File: src/rtl/regfile_port_arbiter_pkg.sv
// rtl/regfile_port_arbiter_pkg.sv - shared op constants, FSM states and op classifier
package regfile_port_arbiter_pkg;

    localparam int DATA_WIDTH_DEF = 16;
    localparam int N_REG          = 16;

    localparam logic [7:0]  OP_READ    = 8'h22;
    localparam logic [7:0]  OP_WRITE   = 8'h21;
    localparam logic [3:0]  OP_ALU_NIB = 4'h1;
    localparam logic [15:0] OP_NOP     = 16'h0000;

    typedef enum logic [1:0] {
        ST_IDLE  = 2'd0,
        ST_ISSUE = 2'd1,
        ST_RESP  = 2'd2
    } state_t;

    typedef enum logic [1:0] {
        OPC_ILLEGAL = 2'd0,
        OPC_ALU     = 2'd1,
        OPC_READ    = 2'd2,
        OPC_WRITE   = 2'd3
    } op_class_t;

    // Decode the top byte/nibble of an op word into its class.
    function automatic op_class_t classify_op(input logic [15:0] op);
        if (op[15:12] == OP_ALU_NIB)     return OPC_ALU;
        else if (op[15:8] == OP_READ)    return OPC_READ;
        else if (op[15:8] == OP_WRITE)   return OPC_WRITE;
        else                             return OPC_ILLEGAL;
    endfunction

endpackage

File: src/rtl/regfile_port_arbiter_rr_arbiter_2.sv
// rtl/regfile_port_arbiter_rr_arbiter_2.sv - two-way round-robin arbiter with host lock override
module rr_arbiter_2 (
    input  logic       clk,
    input  logic       reset,
    input  logic [1:0] i_req,
    input  logic       i_lock,
    input  logic       i_accept,
    output logic       o_gnt_valid,
    output logic       o_gnt_id
);

    logic r_last;

    // Pick the winner: host lock first, then alternate on contention.
    always_comb begin
        o_gnt_valid = |i_req;
        o_gnt_id    = 1'b0;
        if (i_lock && r_last && i_req[1]) begin
            o_gnt_id = 1'b1;
        end else if (i_req == 2'b11) begin
            o_gnt_id = ~r_last;
        end else if (i_req[1]) begin
            o_gnt_id = 1'b1;
        end
    end

    // Remember who won the last accepted request; reset favours requester 0.
    always_ff @(posedge clk or posedge reset) begin
        if (reset) begin
            r_last <= 1'b1;
        end else if (i_accept) begin
            r_last <= o_gnt_id;
        end
    end

endmodule

File: src/rtl/regfile_port_arbiter.sv
// rtl/regfile_port_arbiter.sv - arbitrates two requesters onto one register file port
module regfile_port_arbiter
    import regfile_port_arbiter_pkg::*;
#(
    parameter int DATA_WIDTH = DATA_WIDTH_DEF,
    parameter int ADDR_WIDTH = $clog2(N_REG)
) (
    input  logic                       clk,
    input  logic                       reset,
    input  logic [1:0]                 req_valid,
    output logic [1:0]                 req_ready,
    input  logic [1:0][DATA_WIDTH-1:0] req_op,
    input  logic [1:0][ADDR_WIDTH-1:0] req_addr_1,
    input  logic [1:0][ADDR_WIDTH-1:0] req_addr_2,
    input  logic [1:0][ADDR_WIDTH-1:0] req_addr_3,
    input  logic [1:0][DATA_WIDTH-1:0] req_wdata,
    input  logic                       req_lock_1,
    output logic [DATA_WIDTH-1:0]      rf_op,
    output logic [ADDR_WIDTH-1:0]      rf_addr_1,
    output logic [ADDR_WIDTH-1:0]      rf_addr_2,
    output logic [ADDR_WIDTH-1:0]      rf_addr_3,
    output logic [DATA_WIDTH-1:0]      rf_write_data,
    input  logic [DATA_WIDTH-1:0]      rf_read_data_1,
    input  logic [DATA_WIDTH-1:0]      rf_read_data_2,
    input  logic [DATA_WIDTH-1:0]      rf_read_data_reg,
    input  logic [DATA_WIDTH-1:0]      alu_result,
    output logic                       rsp_valid,
    input  logic                       rsp_ready,
    output logic                       rsp_id,
    output logic                       rsp_err,
    output logic [DATA_WIDTH-1:0]      rsp_rdata_1,
    output logic [DATA_WIDTH-1:0]      rsp_rdata_2,
    output logic [DATA_WIDTH-1:0]      rsp_rdata_reg,
    output logic                       busy,
    output logic [15:0]                ops_done
);

    state_t                r_state;
    state_t                w_state_nxt;
    op_class_t             r_class;
    logic                  r_id;
    logic [DATA_WIDTH-1:0] r_op;
    logic [ADDR_WIDTH-1:0] r_addr_1;
    logic [ADDR_WIDTH-1:0] r_addr_2;
    logic [ADDR_WIDTH-1:0] r_addr_3;
    logic [DATA_WIDTH-1:0] r_wdata;
    logic [DATA_WIDTH-1:0] r_rdata_1;
    logic [DATA_WIDTH-1:0] r_rdata_2;
    logic [DATA_WIDTH-1:0] r_rdata_reg;
    logic [15:0]           r_ops_done;

    logic                  w_gnt_valid;
    logic                  w_gnt_id;
    logic                  w_accept;
    logic                  w_rsp_done;

    rr_arbiter_2 u_arb (
        .clk         (clk),
        .reset       (reset),
        .i_req       (req_valid),
        .i_lock      (req_lock_1),
        .i_accept    (w_accept),
        .o_gnt_valid (w_gnt_valid),
        .o_gnt_id    (w_gnt_id)
    );

    // State register.
    always_ff @(posedge clk or posedge reset) begin
        if (reset) begin
            r_state <= ST_IDLE;
        end else begin
            r_state <= w_state_nxt;
        end
    end

    // Next state plus all handshake and register-file drive outputs.
    always_comb begin
        w_state_nxt   = r_state;
        req_ready     = 2'b00;
        w_accept      = 1'b0;
        w_rsp_done    = 1'b0;
        rf_op         = DATA_WIDTH'(OP_NOP);
        rf_addr_1     = '0;
        rf_addr_2     = '0;
        rf_addr_3     = '0;
        rf_write_data = '0;
        rsp_valid     = 1'b0;
        rsp_err       = 1'b0;
        busy          = (r_state != ST_IDLE);
        case (r_state)
            ST_IDLE: begin
                if (w_gnt_valid && !reset) begin
                    req_ready[w_gnt_id] = 1'b1;
                end
                w_accept = |(req_valid & req_ready);
                if (w_accept) begin
                    w_state_nxt = ST_ISSUE;
                end
            end
            ST_ISSUE: begin
                if (r_class != OPC_ILLEGAL) begin
                    rf_op     = r_op;
                    rf_addr_1 = r_addr_1;
                    rf_addr_2 = r_addr_2;
                    rf_addr_3 = r_addr_3;
                    if (r_class == OPC_ALU) begin
                        rf_write_data = alu_result;
                    end else if (r_class == OPC_WRITE) begin
                        rf_write_data = r_wdata;
                    end
                end
                w_state_nxt = ST_RESP;
            end
            ST_RESP: begin
                rsp_valid  = 1'b1;
                rsp_err    = (r_class == OPC_ILLEGAL);
                w_rsp_done = rsp_ready;
                if (rsp_ready) begin
                    w_state_nxt = ST_IDLE;
                end
            end
            default: begin
                w_state_nxt = ST_IDLE;
            end
        endcase
    end

    // Latch the winning request on accept and capture read data at the end of issue.
    always_ff @(posedge clk or posedge reset) begin
        if (reset) begin
            r_class     <= OPC_ILLEGAL;
            r_id        <= 1'b0;
            r_op        <= '0;
            r_addr_1    <= '0;
            r_addr_2    <= '0;
            r_addr_3    <= '0;
            r_wdata     <= '0;
            r_rdata_1   <= '0;
            r_rdata_2   <= '0;
            r_rdata_reg <= '0;
        end else if (w_accept) begin
            r_class  <= classify_op(req_op[w_gnt_id][15:0]);
            r_id     <= w_gnt_id;
            r_op     <= req_op[w_gnt_id];
            r_addr_1 <= req_addr_1[w_gnt_id];
            r_addr_2 <= req_addr_2[w_gnt_id];
            r_addr_3 <= req_addr_3[w_gnt_id];
            r_wdata  <= req_wdata[w_gnt_id];
        end else if (r_state == ST_ISSUE) begin
            if (r_class == OPC_ILLEGAL) begin
                r_rdata_1   <= '0;
                r_rdata_2   <= '0;
                r_rdata_reg <= '0;
            end else begin
                r_rdata_1   <= rf_read_data_1;
                r_rdata_2   <= rf_read_data_2;
                r_rdata_reg <= rf_read_data_reg;
            end
        end
    end

    // Count completed responses; wraps naturally at 16 bits.
    always_ff @(posedge clk or posedge reset) begin
        if (reset) begin
            r_ops_done <= 16'h0000;
        end else if (w_rsp_done) begin
            r_ops_done <= r_ops_done + 16'h0001;
        end
    end

    assign rsp_id        = r_id;
    assign rsp_rdata_1   = r_rdata_1;
    assign rsp_rdata_2   = r_rdata_2;
    assign rsp_rdata_reg = r_rdata_reg;
    assign ops_done      = r_ops_done;

endmodule

File: config.mk
export PLATFORM = sky130hd
export DESIGN_NAME = regfile_port_arbiter
export DESIGN_NICKNAME = d
export VERILOG_FILES = /design/src/rtl/regfile_port_arbiter_pkg.sv /design/src/rtl/regfile_port_arbiter_rr_arbiter_2.sv /design/src/rtl/regfile_port_arbiter.sv
export SDC_FILE = /design/constraint.sdc
export NUM_CORES = 1
export LEC_CHECK = 0
export CAP_MARGIN = 0
export CORE_UTILIZATION = 43
export CTS_CLUSTER_SIZE = 28
export DETAILED_ROUTE_END_ITERATION = 7
export GPL_TIMING_DRIVEN = 0
export PLACE_DENSITY_LB_ADDON = 0.2
export SYNTH_ARGS = -nofsm -noshare
export SYNTH_HDL_FRONTEND = slang
export SYNTH_SLANG_ARGS = --single-unit
File: constraint.sdc
create_clock -name clk -period 6.9 [get_ports clk]
set_clock_uncertainty 0.05 [all_clocks]
set_input_delay 1.38 -clock clk [delete_from_list [all_inputs] [get_ports clk]]
set_output_delay 1.38 -clock clk [all_outputs]
set_load 0.005 [all_outputs]
# Yosys cells after proc, flatten, opt, wreduce, memory -nomap -nowiden
# Cells that the tools add are included.
[totals]
ff_bits = 114
latch_bits = 0
mem_bits_rw = 0
rom_bits = 0
inputBits = 158
n_memories = 0
[op_classes]
addsub = 1
multipliers = 0
div = 0
magnitude_cmp = 2
n_eq_ne = 10
shift = 0
mux = 43
n_bitwise = 3
reduce_logical = 13
[ops]
columns = ["operator", "count"]
rows = [
  ["16-bit two-way mux", 13],
  ["4-bit two-way mux", 12],
  ["16-bit by 1-bit adder with 16-bit output (second input constant)", 1],
  ["8-bit by 6-bit == test with 1-bit output (second input constant)", 2],
  ["2-bit two-way mux", 8],
  ["1-bit two-way mux", 8],
  ["2-bit == test (second input constant)", 3],
  ["2-bit case mux with 3 select lines", 1],
  ["2-bit by 1-bit == test with 1-bit output (second input constant)", 2],
  ["4-bit by 1-bit == test with 1-bit output (second input constant)", 1],
  ["1-bit logical AND", 4],
  ["2-bit logical NOT", 2],
  ["2-bit != test (second input constant)", 2],
  ["2-bit AND reduction", 2],
  ["2-bit nonzero test", 2],
  ["2-bit OR reduction", 2],
  ["2-bit AND", 1],
  ["1-bit by 2-bit < comparator with 1-bit output (second input constant)", 1],
  ["1-bit inverter", 2],
  ["1-bit demux with 1-bit select", 1],
  ["1-bit >= comparator (second input constant)", 1],
  ["1-bit logical NOT", 1],
]

# Logic depth before layout (Yosys ltp)
[logic_depth]
depth_word = 14
ltp_mapped = 6

# Hierarchy
# Synthesis repeated with hierarchy kept, for this count alone.
[unflattened]
cells_unflattened = 477
hier_area_um2 = 5228.8
[by_module_without_submodules]
columns = ["mod", "n_inst", "cells_per_inst", "area_each_um2", "seq_area_each_um2"]
rows = [
  ["regfile_port_arbiter", 1, 469, 5159.9, 2827.7],
  ["rr_arbiter_2", 1, 8, 68.8, 26.3],
]

# Worst setup path after synthesis
# No wires, ideal clock.
[synth_path]
path_kind = "input port to output port"
startpoint = "input port reset"
endpoint = "output port req_ready[0]"
arrival_time_ns = 2.120
t_required_ns = 5.470
setup_slack_ns = 3.350
path_stages = 5
path_buffers = 2
cell_sequence = "nor3_2 -> o21ai_2 -> buf_6 -> buf_2 -> nor2_1"
[synth_via]
elab_chain_cells = 5
[synth_lines]
columns = ["item", "line", "rtl"]
rows = [
  ["from (decl)", "regfile_port_arbiter.sv:9", "input logic reset,"],
  ["1-bit logical NOT (no source line)", "-", ""],
  ["1-bit logical AND", "regfile_port_arbiter.sv:92", "if (w_gnt_valid && !reset) begin"],
  ["2-bit two-way mux", "regfile_port_arbiter.sv:92", ""],
  ["2-bit two-way mux (2 in a row)", "regfile_port_arbiter.sv:90", "case (r_state)"],
  ["to (decl)", "regfile_port_arbiter.sv:11", "output logic [1:0] req_ready,"],
]
# No other way between the ends. The select of a mux whose other input is x is not followed.

# Worst setup path after layout
# Same ends and word-level chain as after synthesis.

==> results.md <==
* Clk sink count at 114
* Core area at 12,000 um^2
* Ant. Diodes at 0
* CP Class: input pin to output pin
* Upper clock frequency limit at 209 MHz
* CTS Buffer Depth at 2
* HP Start: u_arb.r_last
* Total power at 2.53 mW
* CTS tree: done
* RSZ-0062 raised after global routing: no
* CP Launch Type: input pin
* Ports at 272
* Initial antenna violation count at 0
* Critical Path RT at 5470 ps
* Final worst slack at 2110 ps
* Leakage at 3.93 nW
* Share of post-route cells with drive strength above 1 at 8.53%
* PD cells at 286 nW/um^2
* Most frequent cell after synthesis: dfrtp_1
* Global-route wire length before repair at 25,100 um
* Most used DFF post-synth: dfrtp_1
* Synth top area cells: dfrtp_1 53%, mux2i_1 11%, a22o_1 8.1%, o21ai_1 4.3%, nand2_1 4.0%
* Slew @ Worst Pin at 669 ps
* Most common library cells after synthesis: 113 x dfrtp_1, 60 x mux2i_1, 56 x nand2_1
* Synthesized area at 5310 um^2
* Ys async rst share at 100%
* Post-synth EDFFs at 0
* Crit-path max FO at 10
* Sequential share of the synthesized area at 53.8%
* Initial Util at 44.2%
* Max-slew violations at 0
* Yosys warns at 0
* DPL Wire Length at 12,200 um
* Grt ovf at 0
* Worst Hold Class: register to register
* Die Height at 113 um
* Period utilization at 69.4%
* Finish-stage setup viols at 0
* Area growth, synth to finish at 66.8%
* DR vias/cell at 5.23
* Filler instances at 859
* Total GRT Usage at 25.5%
* Std-Cell Rows at 40
* Rel. slew slack at 55.4%
* Post-CTS Repair Setup Buffers at 0
* Syn Nets at 631
* DRC errors left at 0
* Critical Path End Type: output pin
* Die W at 113 um
* Setup TNS at 0 ps
* Number of max-cap violations at 0
* Vias in the first global route at 5,006
* Root Driver: clkbuf_16
* Cts bufs inserted at 17
* Vias at 4,813
* Status: finished, final reports clean
* Synth Register Bits at 114
* Hold Vio Cnt, Final at 0
* Pre-antenna DRT Iters at 4
* Unique masters post-synth at 40
* Clk slew on worst S/H paths at 50 ps
* CP arrival at 3360 ps
* ANT nets after route at 0
* PostCTS Resize Cnt at 0
* WL/cell at 17.3 um
* Largest area contributor in the netlist: dfrtp_1
* Final #Nets at 921
* Final min period at 4790 ps
* Pre-CTS setup slack at 2120 ps
* Origin of the worst setup path: reset
* Post-CTS Hold Buffers at 0
* Largest net degree at the start of global routing at 62
* Worst skew pair latency at 400 ps
* Starting DRT DRC Count at 208
* Routability cong. at 0.823
* Post-Syn Instances at 472
* Share of the synthesized area in the top cell type at 53.3%
* Routed wire length at 16,000 um
* H-tree lvl count at 4
* Max VDD drop at 0.174 mV
* Critical R2R Launch: r_state[1]
* Full die area at 12,800 um^2
* Port buffer count at 270
* Avg Synthesized Cell Area at 11.2 um^2
* WHS at 417 ps
metrics by stage:
| stage | utilization (%) | cells | area, um^2 |
|---|---|---|---|
| after global routing | 73.7 | 921 | 8850 |
| after floorplan | - | 472 | 5310 |
| after global placement | 68.2 | 889 | 8190 |
| final | 73.7 | 921 | 8850 |
| after detailed placement | 68.5 | 890 | 8220 |
| after CTS | 73.7 | 921 | 8850 |
layout by cell type (no fill, tap or decap), types with 2 or more instances in the layout:
cell,netlist,routed
nor4b_1,2,2
clkbuf_8,0,3
clkdlybuf4s50_1,0,270
clkbuf_1,10,11
nand3b_1,4,4
mux2i_1,60,60
nand2_1,56,56
nand2b_1,3,3
o21ai_1,46,46
buf_2,7,7
buf_4,6,6
buf_6,9,9
bufinv_16,0,4
a22o_1,49,49
nand3_1,6,6
inv_1,5,4
clkinv_2,0,4
nand4_1,4,4
and3_1,2,2
xnor2_1,11,11
dfrtp_1,113,113
and2_1,29,29
nor2_1,24,24
clkbuf_16,0,17
xor2_1,6,6
metal layers:
layer | global-route usage [%] | vias to the layer above | wire length [um] | part of all wire [%]
met3 | 6.75 | 29 | 1150 | 7.2
li1 | - | 2243 | - | -
met5 | 0 | - | 0 | 0
met2 | 46.2 | 203 | 8240 | 52
met1 | 28.2 | 2338 | 6180 | 39
met4 | 11.1 | 0 | 392 | 2.5
layout make-up:
| type | instances | area [um^2] | share of cell area [%] |
|---|---|---|---|
| well taps | 147 | 184 | 2.08 |
| repair buffers | 271 | 2730 | 30.8 |
| clock buffers | 21 | 470 | 5.32 |
| plain buffers | 33 | 224 | 2.53 |
| clock inverters | 10 | 156 | 1.77 |
| flip-flops and latches | 114 | 2850 | 32.2 |
| multi-input cells | 320 | 2210 | 25.0 |
| inverters | 5 | 21.3 | 0.240 |
logic make-up (layout without fill, tap and decap cells):
group / Yosys count / count (layout) / share of synthesized area (%)
AND/OR/NAND/NOR: 142 / 142 / 14.1
flip-flops: 114 / 114 / 53.8
AO/OA/AOI/OAI: 99 / 99 / 13.0
multiplexers: 61 / 61 / 11.5
buffers and inverters: 38 / 340 / 4.57
XOR/XNOR: 17 / 17 / 2.81
adder cells (fa/ha/maj): 1 / 1 / 0.236
critical path, stage by stage:
cell	delay (ps)
clkdlybuf4s50_1	470
nor3_2	320
o21ai_2	160
buf_6	170
buf_2	180
nor2_1	120
clkdlybuf4s50_1	550
path summary, 6_finish.rpt:
path,end,slack (ps),depth (start not counted)
max in group asynchronous,u_arb.r_last,4610,3
min in group asynchronous,rsp_rdata_reg[0],1430,2
worst max-delay path,req_ready[0],2110,7
worst max register to register,r_op[6],5170,6
worst min-delay path,u_arb.r_last,420,2
worst min register to register,u_arb.r_last,420,2
power breakdown:
group	total (mW)	switching [mW]	internal (mW)	leakage [nW]
registers	0.969	0.114	0.855	1.49
clock network	0.925	0.296	0.629	0.309
logic	0.638	0.254	0.384	2.13
total	2.53	0.665	1.87	3.93
Power figures use the tool's default switching activity.
